### src/rtl/reg_dump_pkg.sv
// -----------------------------------------------------------------------------
// reg_dump_pkg
//   Shared definitions for the register-file dump reader:
//   - default widths (XLEN, IDX_W, NUM_REGS)
//   - the dump FSM state encoding
//   - range_ok(): legality test applied to a start request
//   Optional build macro used by the files that import this package:
//   REG_DUMP_CHECKSUM_EN (appends an XOR checksum word to every dump).
// -----------------------------------------------------------------------------
package reg_dump_pkg;

  localparam int XLEN_DEF     = 32;
  localparam int IDX_W_DEF    = 5;
  localparam int NUM_REGS_DEF = 32;

  typedef enum logic [2:0] {
    IDLE  = 3'd0,
    FETCH = 3'd1,
    SEND  = 3'd2,
    CKSUM = 3'd3,
    DONE  = 3'd4
  } state_t;

  // A dump range is legal when it is non-empty in ascending order and the
  // last index names an existing register, so the index counter can never
  // wrap while it walks the range.
  function automatic logic range_ok(input int unsigned first,
                                    input int unsigned last,
                                    input int unsigned num_regs);
    return (first <= last) && (last < num_regs);
  endfunction

endpackage

### src/rtl/reg_dump_reader_if.sv
// -----------------------------------------------------------------------------
// reg_dump_reader_if
//   Valid/ready stream carrying dumped register words.
//   Signals:
//     dump_valid  producer -> consumer  word valid
//     dump_ready  consumer -> producer  word accepted
//     dump_data   producer -> consumer  captured register value (or checksum)
//     dump_idx    producer -> consumer  register index of dump_data
//     dump_last   producer -> consumer  final word of the dump
//     dump_cksum  producer -> consumer  word is the checksum
//   Modports: master (the dump reader), slave (the consumer).
// -----------------------------------------------------------------------------
interface reg_dump_reader_if
  import reg_dump_pkg::*;
#(
  parameter int XLEN  = XLEN_DEF,
  parameter int IDX_W = IDX_W_DEF
);

  logic             dump_valid;
  logic             dump_ready;
  logic [XLEN-1:0]  dump_data;
  logic [IDX_W-1:0] dump_idx;
  logic             dump_last;
  logic             dump_cksum;

  modport master (
    output dump_valid,
    input  dump_ready,
    output dump_data,
    output dump_idx,
    output dump_last,
    output dump_cksum
  );

  modport slave (
    input  dump_valid,
    output dump_ready,
    input  dump_data,
    input  dump_idx,
    input  dump_last,
    input  dump_cksum
  );

endinterface

### src/rtl/reg_dump_cksum.sv
// -----------------------------------------------------------------------------
// reg_dump_cksum
//   XOR accumulator for the dump checksum. Only instantiated when the reader
//   is built with REG_DUMP_CHECKSUM_EN.
//   Ports:
//     clk    rising-edge clock
//     reset  asynchronous active-high reset (accumulator -> 0)
//     clear  synchronous clear (new dump accepted); wins over en
//     en     fold din into the accumulator this cycle
//     din    word to accumulate
//     acc    running XOR of all words folded in since the last clear
// -----------------------------------------------------------------------------
module reg_dump_cksum
  import reg_dump_pkg::*;
#(
  parameter int XLEN = XLEN_DEF
) (
  input  logic            clk,
  input  logic            reset,
  input  logic            clear,
  input  logic            en,
  input  logic [XLEN-1:0] din,
  output logic [XLEN-1:0] acc
);

  always_ff @(posedge clk or posedge reset) begin
    if (reset) begin
      acc <= '0;
    end else if (clear) begin
      acc <= '0;
    end else if (en) begin
      acc <= acc ^ din;
    end
  end

endmodule

### src/rtl/reg_dump.sv
// -----------------------------------------------------------------------------
// reg_dump_reader
//   Sweeps registers first_sel..last_sel of the register file through one
//   spare read port and streams each captured value out on a valid/ready
//   interface, tagged with its index.
//
//   Build option: REG_DUMP_CHECKSUM_EN
//     defined   : after the last register word, one extra word carries the
//                 XOR of every accepted data word (dump_cksum = 1,
//                 dump_last = 1, dump_idx = last_sel); the final register
//                 word then has dump_last = 0.
//     undefined : no checksum word, dump_cksum tied to 0.
//
//   Ports:
//     clk         rising-edge clock
//     reset       asynchronous active-high reset
//     start       one-cycle dump request, sampled only while idle
//     abort       synchronous cancel of the dump in progress (no done pulse)
//     first_sel   first register index, latched on an accepted start
//     last_sel    last register index (inclusive), latched on start
//     rd_sel      register-file read select
//     rd_data     combinational register-file read data for rd_sel
//     dump        reg_dump_reader_if.master output stream
//     busy        high from the cycle after start through the done cycle
//     done        one-cycle pulse after the final handshake
//     err         one-cycle pulse after a start with an illegal range
//
//   Timing: start at cycle 0, FETCH at cycle 1, first dump_valid at cycle 2;
//   best-case throughput is one word every two cycles.
// -----------------------------------------------------------------------------
module reg_dump_reader
  import reg_dump_pkg::*;
#(
  parameter int XLEN     = XLEN_DEF,
  parameter int IDX_W    = IDX_W_DEF,
  parameter int NUM_REGS = NUM_REGS_DEF
) (
  input  logic             clk,
  input  logic             reset,
  input  logic             start,
  input  logic             abort,
  input  logic [IDX_W-1:0] first_sel,
  input  logic [IDX_W-1:0] last_sel,
  output logic [IDX_W-1:0] rd_sel,
  input  logic [XLEN-1:0]  rd_data,
  reg_dump_reader_if.master dump,
  output logic             busy,
  output logic             done,
  output logic             err
);

`ifdef REG_DUMP_CHECKSUM_EN
  localparam state_t AFTER_LAST = CKSUM;
`else
  localparam state_t AFTER_LAST = DONE;
`endif

  // ---------------------------------------------------------------------------
  // State and datapath registers
  // ---------------------------------------------------------------------------
  state_t           state_q, state_d;
  logic [IDX_W-1:0] idx_q;       // register being fetched / sent
  logic [IDX_W-1:0] last_q;      // inclusive end of the latched range
  logic [XLEN-1:0]  data_q;      // snapshot taken in FETCH
  logic [IDX_W-1:0] didx_q;      // index of data_q
  logic             err_q;

  // FSM decode strobes
  logic start_ok;
  logic load_range;  // accepted start: latch range, set idx
  logic capture;     // FETCH: snapshot rd_data
  logic advance;     // handshake on a non-final word: idx += 1
  logic data_hs;     // a register word was accepted by the consumer
  logic at_last;

  assign start_ok = range_ok(32'(first_sel), 32'(last_sel), NUM_REGS);
  assign at_last  = (idx_q == last_q);

  // ---------------------------------------------------------------------------
  // FSM: state register
  // ---------------------------------------------------------------------------
  // NOTE: every clocked process uses non-blocking assignments so that all
  // registers update from the values they held before the edge.
  always_ff @(posedge clk or posedge reset) begin
    if (reset) begin
      state_q <= IDLE;
    end else begin
      state_q <= state_d;
    end
  end

  // ---------------------------------------------------------------------------
  // FSM: next state and control strobes
  // ---------------------------------------------------------------------------
  // NOTE: every signal driven here gets a default before the case statement;
  // a path that leaves one unassigned would infer a latch.
  always_comb begin
    state_d    = state_q;
    load_range = 1'b0;
    capture    = 1'b0;
    advance    = 1'b0;
    data_hs    = 1'b0;

    unique case (state_q)
      IDLE: begin
        if (start && start_ok) begin
          load_range = 1'b1;
          state_d    = FETCH;
        end
      end
      FETCH: begin
        capture = 1'b1;
        state_d = SEND;
      end
      SEND: begin
        if (dump.dump_ready) begin
          data_hs = 1'b1;
          if (at_last) begin
            state_d = AFTER_LAST;
          end else begin
            advance = 1'b1;
            state_d = FETCH;
          end
        end
      end
      CKSUM: begin
        if (dump.dump_ready) begin
          state_d = DONE;
        end
      end
      DONE: begin
        state_d = IDLE;
      end
      default: begin
        state_d = IDLE;
      end
    endcase

    // abort beats everything, including a handshake in the same cycle: the
    // pending word is dropped and not counted into the checksum.
    if (abort && (state_q != IDLE)) begin
      state_d = IDLE;
      capture = 1'b0;
      advance = 1'b0;
      data_hs = 1'b0;
    end
  end

  // ---------------------------------------------------------------------------
  // Datapath
  // ---------------------------------------------------------------------------
  always_ff @(posedge clk or posedge reset) begin
    if (reset) begin
      idx_q  <= '0;
      last_q <= '0;
      data_q <= '0;
      didx_q <= '0;
      err_q  <= 1'b0;
    end else begin
      // start is only looked at while idle; a request during a dump is
      // silently ignored rather than flagged.
      err_q <= start && (state_q == IDLE) && !start_ok;

      if (load_range) begin
        idx_q  <= first_sel;
        last_q <= last_sel;
      end else if (advance) begin
        idx_q <= idx_q + IDX_W'(1);
      end

      if (capture) begin
        data_q <= rd_data;
        didx_q <= idx_q;
      end
    end
  end

  // idx only changes on the edge into FETCH, so driving the read select
  // straight from it presents idx during FETCH and holds the last fetched
  // index everywhere else.
  assign rd_sel = idx_q;

  // ---------------------------------------------------------------------------
  // Outputs
  // ---------------------------------------------------------------------------
  assign busy = (state_q != IDLE);
  assign done = (state_q == DONE);
  assign err  = err_q;

  assign dump.dump_valid = (state_q == SEND) || (state_q == CKSUM);
  assign dump.dump_idx   = didx_q;

`ifdef REG_DUMP_CHECKSUM_EN
  logic [XLEN-1:0] cksum;

  reg_dump_cksum #(
    .XLEN (XLEN)
  ) u_cksum (
    .clk   (clk),
    .reset (reset),
    .clear (load_range),
    .en    (data_hs),
    .din   (data_q),
    .acc   (cksum)
  );

  // The checksum word is the only one flagged last; didx_q still holds
  // last_sel from the final register fetch.
  assign dump.dump_data  = (state_q == CKSUM) ? cksum : data_q;
  assign dump.dump_last  = (state_q == CKSUM);
  assign dump.dump_cksum = (state_q == CKSUM);
`else
  assign dump.dump_data  = data_q;
  assign dump.dump_last  = (state_q == SEND) && at_last;
  assign dump.dump_cksum = 1'b0;
`endif

endmodule

### src/flat_wrapper.sv
// flat-port wrapper written by rule: the top's interface ports become plain ports
module reg_dump_reader_flat import reg_dump_pkg::*;
#(
  parameter int XLEN     = XLEN_DEF,
  parameter int IDX_W    = IDX_W_DEF,
  parameter int NUM_REGS = NUM_REGS_DEF
)
  (clk, reset, start, abort, first_sel, last_sel, rd_sel, rd_data, busy, done, err, dump_dump_valid, dump_dump_ready, dump_dump_data, dump_dump_idx, dump_dump_last, dump_dump_cksum);
  reg_dump_reader_if #(.XLEN(XLEN), .IDX_W(IDX_W)) dump_i ();
  input  logic clk;
  input  logic reset;
  input  logic start;
  input  logic abort;
  input  logic [IDX_W-1:0] first_sel;
  input  logic [IDX_W-1:0] last_sel;
  output logic [IDX_W-1:0] rd_sel;
  input  logic [XLEN-1:0] rd_data;
  output logic busy;
  output logic done;
  output logic err;
  output wire logic [$bits(dump_i.dump_valid)-1:0] dump_dump_valid;
  input wire logic [$bits(dump_i.dump_ready)-1:0] dump_dump_ready;
  output wire logic [$bits(dump_i.dump_data)-1:0] dump_dump_data;
  output wire logic [$bits(dump_i.dump_idx)-1:0] dump_dump_idx;
  output wire logic [$bits(dump_i.dump_last)-1:0] dump_dump_last;
  output wire logic [$bits(dump_i.dump_cksum)-1:0] dump_dump_cksum;
  assign dump_dump_valid = dump_i.dump_valid;
  assign dump_i.dump_ready = dump_dump_ready;
  assign dump_dump_data = dump_i.dump_data;
  assign dump_dump_idx = dump_i.dump_idx;
  assign dump_dump_last = dump_i.dump_last;
  assign dump_dump_cksum = dump_i.dump_cksum;
  reg_dump_reader #(.XLEN(XLEN), .IDX_W(IDX_W), .NUM_REGS(NUM_REGS)) u_core (.clk(clk), .reset(reset), .start(start), .abort(abort), .first_sel(first_sel), .last_sel(last_sel), .rd_sel(rd_sel), .rd_data(rd_data), .dump(dump_i), .busy(busy), .done(done), .err(err));
endmodule
### config.mk
export PLATFORM = sky130hd
export DESIGN_NAME = reg_dump_reader_flat
export DESIGN_NICKNAME = d
export VERILOG_FILES = /design/src/rtl/reg_dump_pkg.sv /design/src/rtl/reg_dump_reader_if.sv /design/src/rtl/reg_dump_cksum.sv /design/src/rtl/reg_dump.sv /design/src/flat_wrapper.sv
export SDC_FILE = /design/constraint.sdc
export NUM_CORES = 1
export LEC_CHECK = 0
export ABC_AREA = 1
export BUFFER_PORTS_ARGS = -buffer_cell sky130_fd_sc_hd__buf_2
export CAP_MARGIN = 20
export CELL_PAD_IN_SITES_DETAIL_PLACEMENT = 1
export CELL_PAD_IN_SITES_GLOBAL_PLACEMENT = 1
export CORE_MARGIN = 1
export CORE_UTILIZATION = 36
export DETAILED_ROUTE_END_ITERATION = 12
export PLACE_DENSITY = 0.75
export SETUP_SLACK_MARGIN = 0.4
export SLEW_MARGIN = 10
export SYNTH_ARGS = -nofsm -noshare
export SYNTH_HDL_FRONTEND = slang
export SYNTH_SLANG_ARGS = --single-unit
### constraint.sdc
create_clock -name clk -period 1.7 [get_ports clk]
set_input_delay 0.17 -clock clk [delete_from_list [all_inputs] [get_ports clk]]
set_output_delay 0.17 -clock clk [all_outputs]
set_load 0.005 [all_outputs]
==> results of run 1 <==
layer usage:
metal,track usage,up-vias,share of wire
met1,0.257,1027,0.40
met5,0,-,0
met2,0.345,89,0.53
met3,0.0396,11,0.049
met4,0.0508,0,0.021
li1,-,1006,-
layout make-up:
type | instances | area (sq um)
fill | 697 | 2610
sequential | 51 | 1280
multi-input combinational | 150 | 1280
timing repair buffer | 130 | 902
inverter | 24 | 96.3
tap | 77 | 96.3
clock buffer | 5 | 68.8
clock inverter | 3 | 43.8
metrics by stage:
stage,setup WS [ns],util
5_1_grt,0.00415,0.591
3_3_place_gp,0.121,0.470
4_1_cts,0.201,0.539
6_report,0.0864,0.591
2_1_floorplan,0.367,-
3_5_place_dp,0.0204,0.470
kinds of logic after synthesis:
kind of cell             after synthesis
AND/OR/NAND/NOR                       92
flip-flops                            51
multiplexers                          32
AO/OA/AOI/OAI                         12
other                                  1
XOR/XNOR                               4
buffers and inverters                 31
adder cells (fa/ha/maj)                6
cell usage after synthesis (all sizes together):
cell type	number
nand2	59
dfrtp	51
mux2	32
inv	24
nand3	18
o21ai	11
nor2	10
buf	6
ha	6
nor3	3
xor2	3
a21oi	1
clkbuf	1
conb	1
nand3b	1
nand4	1
xnor2	1
worst max-delay path, cell delays in order, from the launching register on:
cell and delay, ns:
dfrtp_1 0.43, nand2_2 0.10, o21ai_2 0.07, nor2_1 0.15, nand3_2 0.11, nor2_1 0.13
buf_2 0.15
what timing repair did:
item | 4_1_cts | 5_1_grt
pin swaps | 13 | 17
hold buffers | 1 | 0
setup endpoints to repair | 39 | 55
gates cloned | 3 | 4
buffers inserted | 16 | 11
gates resized for setup | 34 | 54
hold endpoints to repair | 25 | 0
sequential cells by signal, summed over array words and instances, names as in the netlist:
register and cells:
u_core.last_q 5, u_core.rd_sel 5, u_core.dump.dump_idx 5, u_core.err 1, u_core.state_q 3, u_core.dump.dump_data 32
how the worst min path moves through the flow:
stage                      from                                    end  slack, ns  cells after the start
floorplan                 reset   u_core.dump.dump_data[0]$_DFFE_PP0P_       0.22                      1
global placement          reset  u_core.dump.dump_data[30]$_DFFE_PP0P_       0.26                      2
detailed placement        reset   u_core.dump.dump_data[3]$_DFFE_PP0P_       0.27                      2
CTS                 rd_data[23]  u_core.dump.dump_data[23]$_DFFE_PP0P_       0.09                      2
global route        rd_data[30]  u_core.dump.dump_data[30]$_DFFE_PP0P_       0.08                      2
finish              rd_data[23]  u_core.dump.dump_data[23]$_DFFE_PP0P_       0.08                      2
where the power goes:
group          leakage (nW)  switching, mW  internal [mW]
combinational          1.28           1.69           1.92
sequential            0.616          0.406           1.81
clock                0.0581          0.433          0.439
total                  1.95           2.53           4.17
==> qor.txt, run 1 <==
status - completed
Die Ht - 83.6 um
Setup crit end kind - output pin
crit path to - dump_dump_last
Layout area overhead - 57.4%
Final setup viols - 0
gpl congestion - 0.788
R2R cell count - 10
row cnt - 29
XOR/XNOR Fraction of Synth Area - 0.0146
DRT iter0 DRCs - 53
Final Total Pwr - 6.70 mW
reg2reg setup slack - 0.12 ns
CTS max path bufs - 2
leading area contributor after synthesis - dfrtp_1
crit path max fanout - 3
worst slew pin tran - 0.582 ns
initial core utilization - 0.375
worst relative slew slack - 0.612
leading cell type in the layout, fill and taps excluded - buf_2
CP required - 1.53 ns
post-route cell area - 3770 sq um
Synth Area per Inst - 10.5 sq um
antenna violation net count after detailed routing - 0
unrepaired setup endpoints after global routing - yes
worst skew pair latency - 0.31 ns
post-synthesis mux area share - 0.150
Hold Crit Class - primary input to flip-flop
routed len/inst - 17.0 um
# DRC - 0
vias per inst - 4.85
Clock Sinks - 51
simple-gate share of the synthesized area - 0.174
first drt pass iteration count - 4
initial antenna violation count - 0
Post-Synth Adder-Cell Area - 0.0313
nets@finish - 415
final wirelength - 7.50 mm
Vias - 2133
fmax - 0.620 GHz
post-synth net total - 282
hold slack - 0.0849 ns
sequential-to-total area share from yosys stat - 0.532
die area - 6990 sq um
commonest cells after routing, fill and taps aside - buf_2, dfrtp_1, nand2_1
main combinational cell family by area after synthesis - simple AND/OR/NAND/NOR gates
startpoint types - flip-flop
total CTS buffers - 5
PwrDens - 1780 nW/um^2
gr usage total - 0.200
YS warnings - 0
Slew Limit Fails - 0
Yosys reg bits - 51
CTS tree - built
GRT Residual Overflow - 0
Synth Area in Compound Gates - 0.0313
H-tree depth - 2
pin count of the biggest net entering global routing - 28
port bufs - 93
Die Wd - 83.6 um
clk slew on worst S/H paths - 0.10 ns
first-pass GRT wire length - 10.9 mm
fin cells - 440
Crit path arrival time - 1.44 ns
layout cells sized above 1 - 0.656
Worst Skew - 0.00459 ns
Final Cycle Share - 0.949
clk root buf - clkbuf_8
HPWL Detailed - 4.52 mm
reg2reg start - u_core.last_q[3]$_DFFE_PP0P_
Syn Std Cell Area - 2400 sq um
Yosys top cell area share - 0.532
Cell variety after synth - 25
IO Count - 95
RR Endpoint - u_core.rd_sel[2]$_DFFE_PP0P_
maximum vdd drop - 0.000857 V
Antenna Cells - 0
vias in the first global route - 2155
Area contributors post-synth - dfrtp_1, mux2_2, nand2_1
Post-Synthesis Cells - 229
kind of critical path - flip-flop to output pin
placed cell areas - 3000 sq um
Max Cap Viol - 0
setup TNS - 0 ns
# placed instances - 397
CORE AREA - 6390 sq um
leakage power total - 1.95 nW
min Tclk post-route - 1.61 ns
Hold Violations, Final - 0
Setup crit start - u_core.last_q[3]$_DFFE_PP0P_
No activity file was read; power rests on OpenSTA's default activity.
==> run 2: changes to the inputs <==
Settings changed: ABC_AREA 1 to 0, CORE_UTILIZATION 36 to 37.
==> qor.txt, run 2 <==
layout cells sized above 1 - 0.715 (+0.0591)
status - finished with violations
Synth Area per Inst - 13.2 sq um (+26%)
Final WS setup - -0.00417 ns (-0.0906 ns)
Final Cycle Share - 1.00 (+0.0533)
sequential-to-total area share from yosys stat - 0.549 (+0.0169)
initial core utilization - 0.388 (+0.0125)
CP max-delay cell - dfrtp_1
reg2reg setup slack - 0.05 ns (-0.07 ns)
first drt pass iteration count - 4 (unchanged)
final wirelength - 7.48 mm (-0.24%)
CP required - 1.53 ns (about the same)
GRT Residual Overflow - 0 (unchanged)
Post-synth EDFFs - 0 (unchanged)
CTS max path bufs - 2 (unchanged)
port bufs - 93 (unchanged)
Yosys reg bits - 51 (unchanged)
H-tree depth - 2 (unchanged)
max FFs per register - 32 (unchanged)
Post-Synthesis Cells - 176 (-23%)
IO Count - 95 (unchanged)
vias in the first global route - 2003 (-7.1%)
failing checks - negative setup slack
total CTS buffers - 5 (unchanged)
worst skew pair latency - 0.30 ns (about the same)
clk root buf - clkbuf_8
gr usage total - 0.215 (+0.0151)
Yosys top cell area share - 0.549 (+0.0169)
CORE AREA - 5990 sq um (-6.2%)
unrepaired setup endpoints after global routing - yes
Clock Sinks - 51 (unchanged)
vias per inst - 4.89 (+0.80%)
commonest cells after routing, fill and taps aside - buf_2, dfrtp_1, mux2_4
PwrDens - 1520 nW/um^2 (-15%)
Slew Limit Fails - 0 (unchanged)
Worst Skew - 0.00126 ns (-0.00333 ns)
# DRC - 0 (unchanged)
Hold Crit Class - primary input to flip-flop
maximum vdd drop - 0.000694 V (-19%)
DRT iter0 DRCs - 53 (unchanged)
Cell variety after synth - 38 (+52%)
first-pass GRT wire length - 10.4 mm (-4.9%)
Critical Path, Cell by Cell - xor2_1, nor2_4, and4_4, buf_6
YS warnings - 0 (unchanged)
Layout area overhead - 66.1%
Setup crit end kind - output pin
clk slew on worst S/H paths - 0.09 ns (about the same)
most frequent cell after synthesis - dfrtp_1
min Tclk post-route - 1.70 ns (+0.0906 ns)
Post-synth ARST share - 1.00 (unchanged)
Die Ht - 81.2 um (-2.8%)
Area contributors post-synth - dfrtp_1, mux2_2, ha_1
die area - 6600 sq um (-5.6%)
setup TNS - -0.00417 ns (-0.00417 ns)
initial antenna violation count - 0 (unchanged)
Vias - 1891 (-11%)
HPWL Detailed - 4.19 mm (-7.3%)
largest stage delay on the critical path - 0.44 ns (about the same)
Max Cap Viol - 0 (unchanged)
antenna violation net count after detailed routing - 0 (unchanged)
Hold Violations, Final - 0 (unchanged)
nets@finish - 364 (-12%)
startpoint types - flip-flop
most frequent cells after synthesis - dfrtp_1, mux2_2, a21oi_1, inv_1, nand2_1
fmax - 0.587 GHz (-5.3%)
routed len/inst - 19.3 um (+13%)
Antenna Cells - 0 (unchanged)
leading cell type in the layout, fill and taps excluded - buf_2
leakage power total - 1.86 nW (-4.6%)
kind of critical path - flip-flop to output pin
CTS tree - built
Final setup viols - 1 (+1)
top_reg_cell synth - dfrtp_1
pin count of the biggest net entering global routing - 30 (+7.1%)
leading area contributor after synthesis - dfrtp_1
Crit path arrival time - 1.53 ns (+0.09 ns)
gpl congestion - 0.694 (-12%)
crit path max fanout - 6 (+3)
Die Wd - 81.2 um (-2.8%)
DP Worst Slack - -0.0463 ns (-0.0667 ns)
Syn Std Cell Area - 2320 sq um (-3.1%)
row cnt - 28 (-3.4%)
post-synth net total - 229 (-19%)
==> run 2: changes by cell type in the layout (fill, tap and decap cells not counted), sizes merged, moves of 3 or more <==
| cell | previous run | this run |
|---|---|---|
| nand2 | 62 | 9 |
| inv | 23 | 7 |
| nand3 | 18 | 3 |
| a21oi | 1 | 11 |
| buf | 127 | 133 |
| mux2 | 32 | 38 |
| o21ai | 11 | 5 |
| xnor2 | 1 | 4 |
==> run 2: final timing paths <==
kind	endpoint	startpoint	cells past startpoint
worst max register to register	u_core.rd_sel[3]$_DFFE_PP0P_	u_core.state_q[2]$_DFFE_PP0P_	8
worst min register to register	u_core.dump.dump_data[29]$_DFFE_PP0P_	u_core.dump.dump_data[29]$_DFFE_PP0P_	1
worst min-delay path	u_core.state_q[1]$_DFFE_PP0P_	dump_dump_ready	2
min in group asynchronous	u_core.dump.dump_data[9]$_DFFE_PP0P_	reset	3
worst max-delay path	dump_dump_last	u_core.last_q[4]$_DFFE_PP0P_	4
max in group asynchronous	u_core.rd_sel[2]$_DFFE_PP0P_	reset	4
==> run 2: power by group <==
group / internal, mW / switching [mW] / leakage (nW) / total (mW)
combinational: 1.76 / 1.20 / 1.22 / 2.96
clock: 0.289 / 0.401 / 0.0412 / 0.690
sequential: 1.79 / 0.420 / 0.601 / 2.21
==> run 2: per-stage QoR <==
step / hold WS, ns / util / power [mW] / cell area [sq um] / cells
after floorplan: 0.219 / - / 3.23 / 2430 / 176
after global placement: 0.211 / 0.508 / 4.06 / 3040 / 347
after detailed placement: 0.215 / 0.508 / 4.19 / 3040 / 347
after CTS: 0.0550 / 0.608 / 5.45 / 3640 / 382
after global routing: 0.0673 / 0.644 / 6.24 / 3860 / 387
final: 0.0636 / 0.644 / 5.86 / 3860 / 387
==> run 2: critical path: cells and delay by family (launching register included) <==
family | cells | cell delay (ns)
flops | 1 | 0.44
simple gates | 2 | 0.50
xor+xnor | 1 | 0.20
buf+inv | 1 | 0.09
==> run 2: cell families after synthesis <==
logic type / synth area share
other cells: 0.00161
simple gates: 0.0916
flops: 0.549
mux: 0.190
fa+ha+maj: 0.0323
buf+inv: 0.0404
compound gates: 0.0609
xor+xnor: 0.0339
==> run 2: area by class of cell <==
cell class	count	area [sq um]
fill	611	2130
sequential	51	1280
multi-input combinational	110	1270
timing repair buffer	135	1080
tap	75	93.8
clock buffer	6	72.6
inverter	8	51.3
clock inverter	2	12.5
==> run 2: what timing repair did <==
item	in CTS	in global routing
cloned	6	1
setup buffers	20	4
setup endpoints to repair	53	54
resized for setup	47	42
endpoints found under the hold margin	18	0
hold buffers	1	0
pin swaps	5	10
==> run 2: routing by layer <==
layer	routed length [um]	track usage	vias to the layer above
met2	4040	0.394	73
met3	384	0.0539	9
met1	2930	0.249	932
li1	-	-	877
met5	0	0	-
met4	127	0.0536	0
==> run 3: changes to the inputs <==
==> constraint.sdc (replaced) <==
create_clock -name clk -period 1.7 [get_ports clk]
set_input_delay 0 -clock clk [delete_from_list [all_inputs] [get_ports clk]]
set_output_delay 0 -clock clk [all_outputs]
set_load 0.005 [all_outputs]
==> qor.txt, run 3 (synthesis results as in run 2) <==
status - completed
layout cells sized above 1 - 0.579 (-0.135)
CP required - 1.92 ns (+0.39 ns)
Hold Violations, Final - 0 (unchanged)
nets@finish - 392 (+7.7%)
die area - 6600 sq um (unchanged)
first-pass GRT wire length - 10.5 mm (+0.92%)
Antenna Cells - 0 (unchanged)
R2R cell count - 6 (-2)
combinational group share of total power - 0.469 (-0.036)
total CTS buffers - 5 (unchanged)
initial core utilization - 0.388 (unchanged)
leakage power total - 1.88 nW (+0.82%)
CTS tree - built
crit path buf inv count - 1 (unchanged)
vias in the first global route - 2134 (+6.5%)
pin count of the biggest net entering global routing - 32 (+6.7%)
fmax - 0.640 GHz (+9.0%)
hold slack - 0.0210 ns (-0.0426 ns)
GRT Residual Overflow - 0 (unchanged)
Die Wd - 81.2 um (unchanged)
CP max-delay cell - dfrtp_1
Final setup viols - 0 (-1)
Clock Sinks - 51 (unchanged)
maximum vdd drop - 0.000664 V (-4.3%)
CTS max path bufs - 2 (unchanged)
Final Cycle Share - 0.920 (-0.0827)
IO Count - 95 (unchanged)
H-tree depth - 2 (unchanged)
Worst Skew - 0.00901 ns (+0.00775 ns)
Net Sw Frac - 0.349 (+0.00355)
Min-Delay Endpoint - u_core.err$_DFF_PP0_
leading cell type in the layout, fill and taps excluded - buf_2
gr usage total - 0.217 (+0.00146)
Layout area overhead - 67.9%
antenna violation net count after detailed routing - 0 (unchanged)
setup TNS - 0 ns (+0.00417 ns)
Largest delay share family, worst path - flip-flops
WHS Path Cells - 3 (+1)
vias per inst - 4.92 (+0.65%)
Clk pwr share - 0.148 (+0.030)
unrepaired setup endpoints after global routing - yes
reg2reg setup slack - 0.14 ns (+0.09 ns)
max FFs per register - 32 (unchanged)
Die Ht - 81.2 um (unchanged)
kind of critical path - flip-flop to flip-flop
Critical Path, Cell by Cell - xor2_2, nor3_4, buf_4, a211oi_2, xnor2_1, a21oi_1
min Tclk post-route - 1.56 ns (-0.141 ns)
HPWL Detailed - 4.22 mm (+0.81%)
row cnt - 28 (unchanged)
port bufs - 93 (unchanged)
RR Endpoint - u_core.rd_sel[3]$_DFFE_PP0P_
PwrDens - 1490 nW/um^2 (-1.6%)
Hold Crit Class - primary input to flip-flop
Net Switching - 2.03 mW (+0.48%)
Pint - 3.80 mW (-1.1%)
number of fill cells in the layout - 628 (+2.8%)
sequential power share - 0.383 (+0.006)
clk root buf - clkbuf_8
largest stage delay on the critical path - 0.42 ns (-0.02 ns)
clk slew on worst S/H paths - 0.10 ns (about the same)
worst hold start - start
DRT iter0 DRCs - 40 (-25%)
gpl congestion - 0.805 (+16%)
crit path max fanout - 3 (-3)
# DRC - 0 (unchanged)
routed len/inst - 19.2 um (-0.67%)
initial antenna violation count - 0 (unchanged)
Vias - 2041 (+7.9%)
Crit path arrival time - 1.79 ns (+0.26 ns)
reg2reg start - u_core.last_q[2]$_DFFE_PP0P_
CORE AREA - 5990 sq um (unchanged)
Max Cap Viol - 0 (unchanged)
Setup crit end kind - flip-flop
startpoint types - flip-flop
worst skew pair latency - 0.31 ns (about the same)
first drt pass iteration count - 4 (unchanged)
final wirelength - 7.97 mm (+6.5%)
Slew Limit Fails - 0 (unchanged)
commonest cells after routing, fill and taps aside - buf_2, dfrtp_1, dlygate4sd3_1
-- run 3: changes by cell type in the layout (fill, tap and decap cells not counted), moves of 3 or more --
| cell | delta |
|---|---|
| dlygate4sd3_1 | +43 |
| mux2_2 | +12 |
| mux2_4 | -12 |
| buf_6 | -9 |
| buf_16 | -6 |
| buf_12 | -4 |
| ha_1 | +4 |
| ha_4 | -4 |
| inv_1 | +4 |
| o21ai_2 | -3 |
-- run 3: through the flow --
stage / power (mW) / worst slack (ns) / std cells / instance area (sq um) / utilization
4_1_cts: 5.29 / 0.189 / 408 / 3650 / 0.609
2_1_floorplan: 3.22 / 0.255 / 176 / 2360 / -
3_5_place_dp: 4.16 / 0.156 / 346 / 2960 / 0.493
6_report: 5.83 / 0.136 / 415 / 3900 / 0.651
5_1_grt: 6.17 / 0.0747 / 415 / 3900 / 0.651
3_3_place_gp: 4.05 / 0.213 / 346 / 2960 / 0.493
-- run 3: repair_timing --
action	4_1_cts	5_1_grt
setup buffers	9	4
setup endpoints to repair	51	52
hold buffers	44	0
hold endpoints to repair	64	0
gates resized for setup	11	49
pin swaps	8	8
cloned	1	3
-- run 3: power groups by stage --
stage / Clock (mW) / Sequential, mW / Combinational [mW]
final: 0.861 / 2.23 / 2.73
after CTS: 0.870 / 2.16 / 2.26
after global placement: 0 / 2.12 / 1.93
after detailed placement: 0 / 2.17 / 1.99
after global routing: 0.918 / 2.30 / 2.96
after floorplan: 0 / 2.21 / 1.01
-- run 3: worst min-delay path, cell delays in order --
cell	delay [ns]
buf_2	0.10
nand3b_1	0.14
nor2_1	0.07
-- run 3: area by class of cell --
| cell class | instances | area (sq um) | share of cell area |
|---|---|---|---|
| Clock buffer | 5 | 68.8 | 0.0176 |
| Clock inverter | 3 | 43.8 | 0.0112 |
| Inverter | 8 | 30.0 | 0.00770 |
| Multi-Input combinational cell | 110 | 1150 | 0.295 |
| Sequential cell | 51 | 1280 | 0.329 |
| Tap cell | 75 | 93.8 | 0.0241 |
| Timing Repair Buffer | 163 | 1230 | 0.315 |
-- run 3: how the worst max path moves through the flow --
stage | startpoint | endpoint | slack, ns | cells after the start
4_1_cts | u_core.last_q[2]$_DFFE_PP0P_ | dump_dump_last | 0.19 | 4
3_3_place_gp | u_core.state_q[2]$_DFFE_PP0P_ | u_core.dump.dump_data[15]$_DFFE_PP0P_ | 0.21 | 5
3_5_place_dp | u_core.rd_sel[0]$_DFFE_PP0P_ | u_core.rd_sel[3]$_DFFE_PP0P_ | 0.16 | 5
6_report | u_core.last_q[2]$_DFFE_PP0P_ | u_core.rd_sel[3]$_DFFE_PP0P_ | 0.14 | 6
5_1_grt | u_core.rd_sel[1]$_DFFE_PP0P_ | u_core.rd_sel[3]$_DFFE_PP0P_ | 0.07 | 6
2_1_floorplan | u_core.state_q[2]$_DFFE_PP0P_ | u_core.dump.dump_data[0]$_DFFE_PP0P_ | 0.26 | 5
-- run 3: metal layers --
layer	track usage	up-vias	wire length, um
met5	0	-	0
met4	0.0607	0	153
met3	0.0539	17	395
met2	0.424	69	4600
met1	0.224	1030	2820
li1	-	925	-
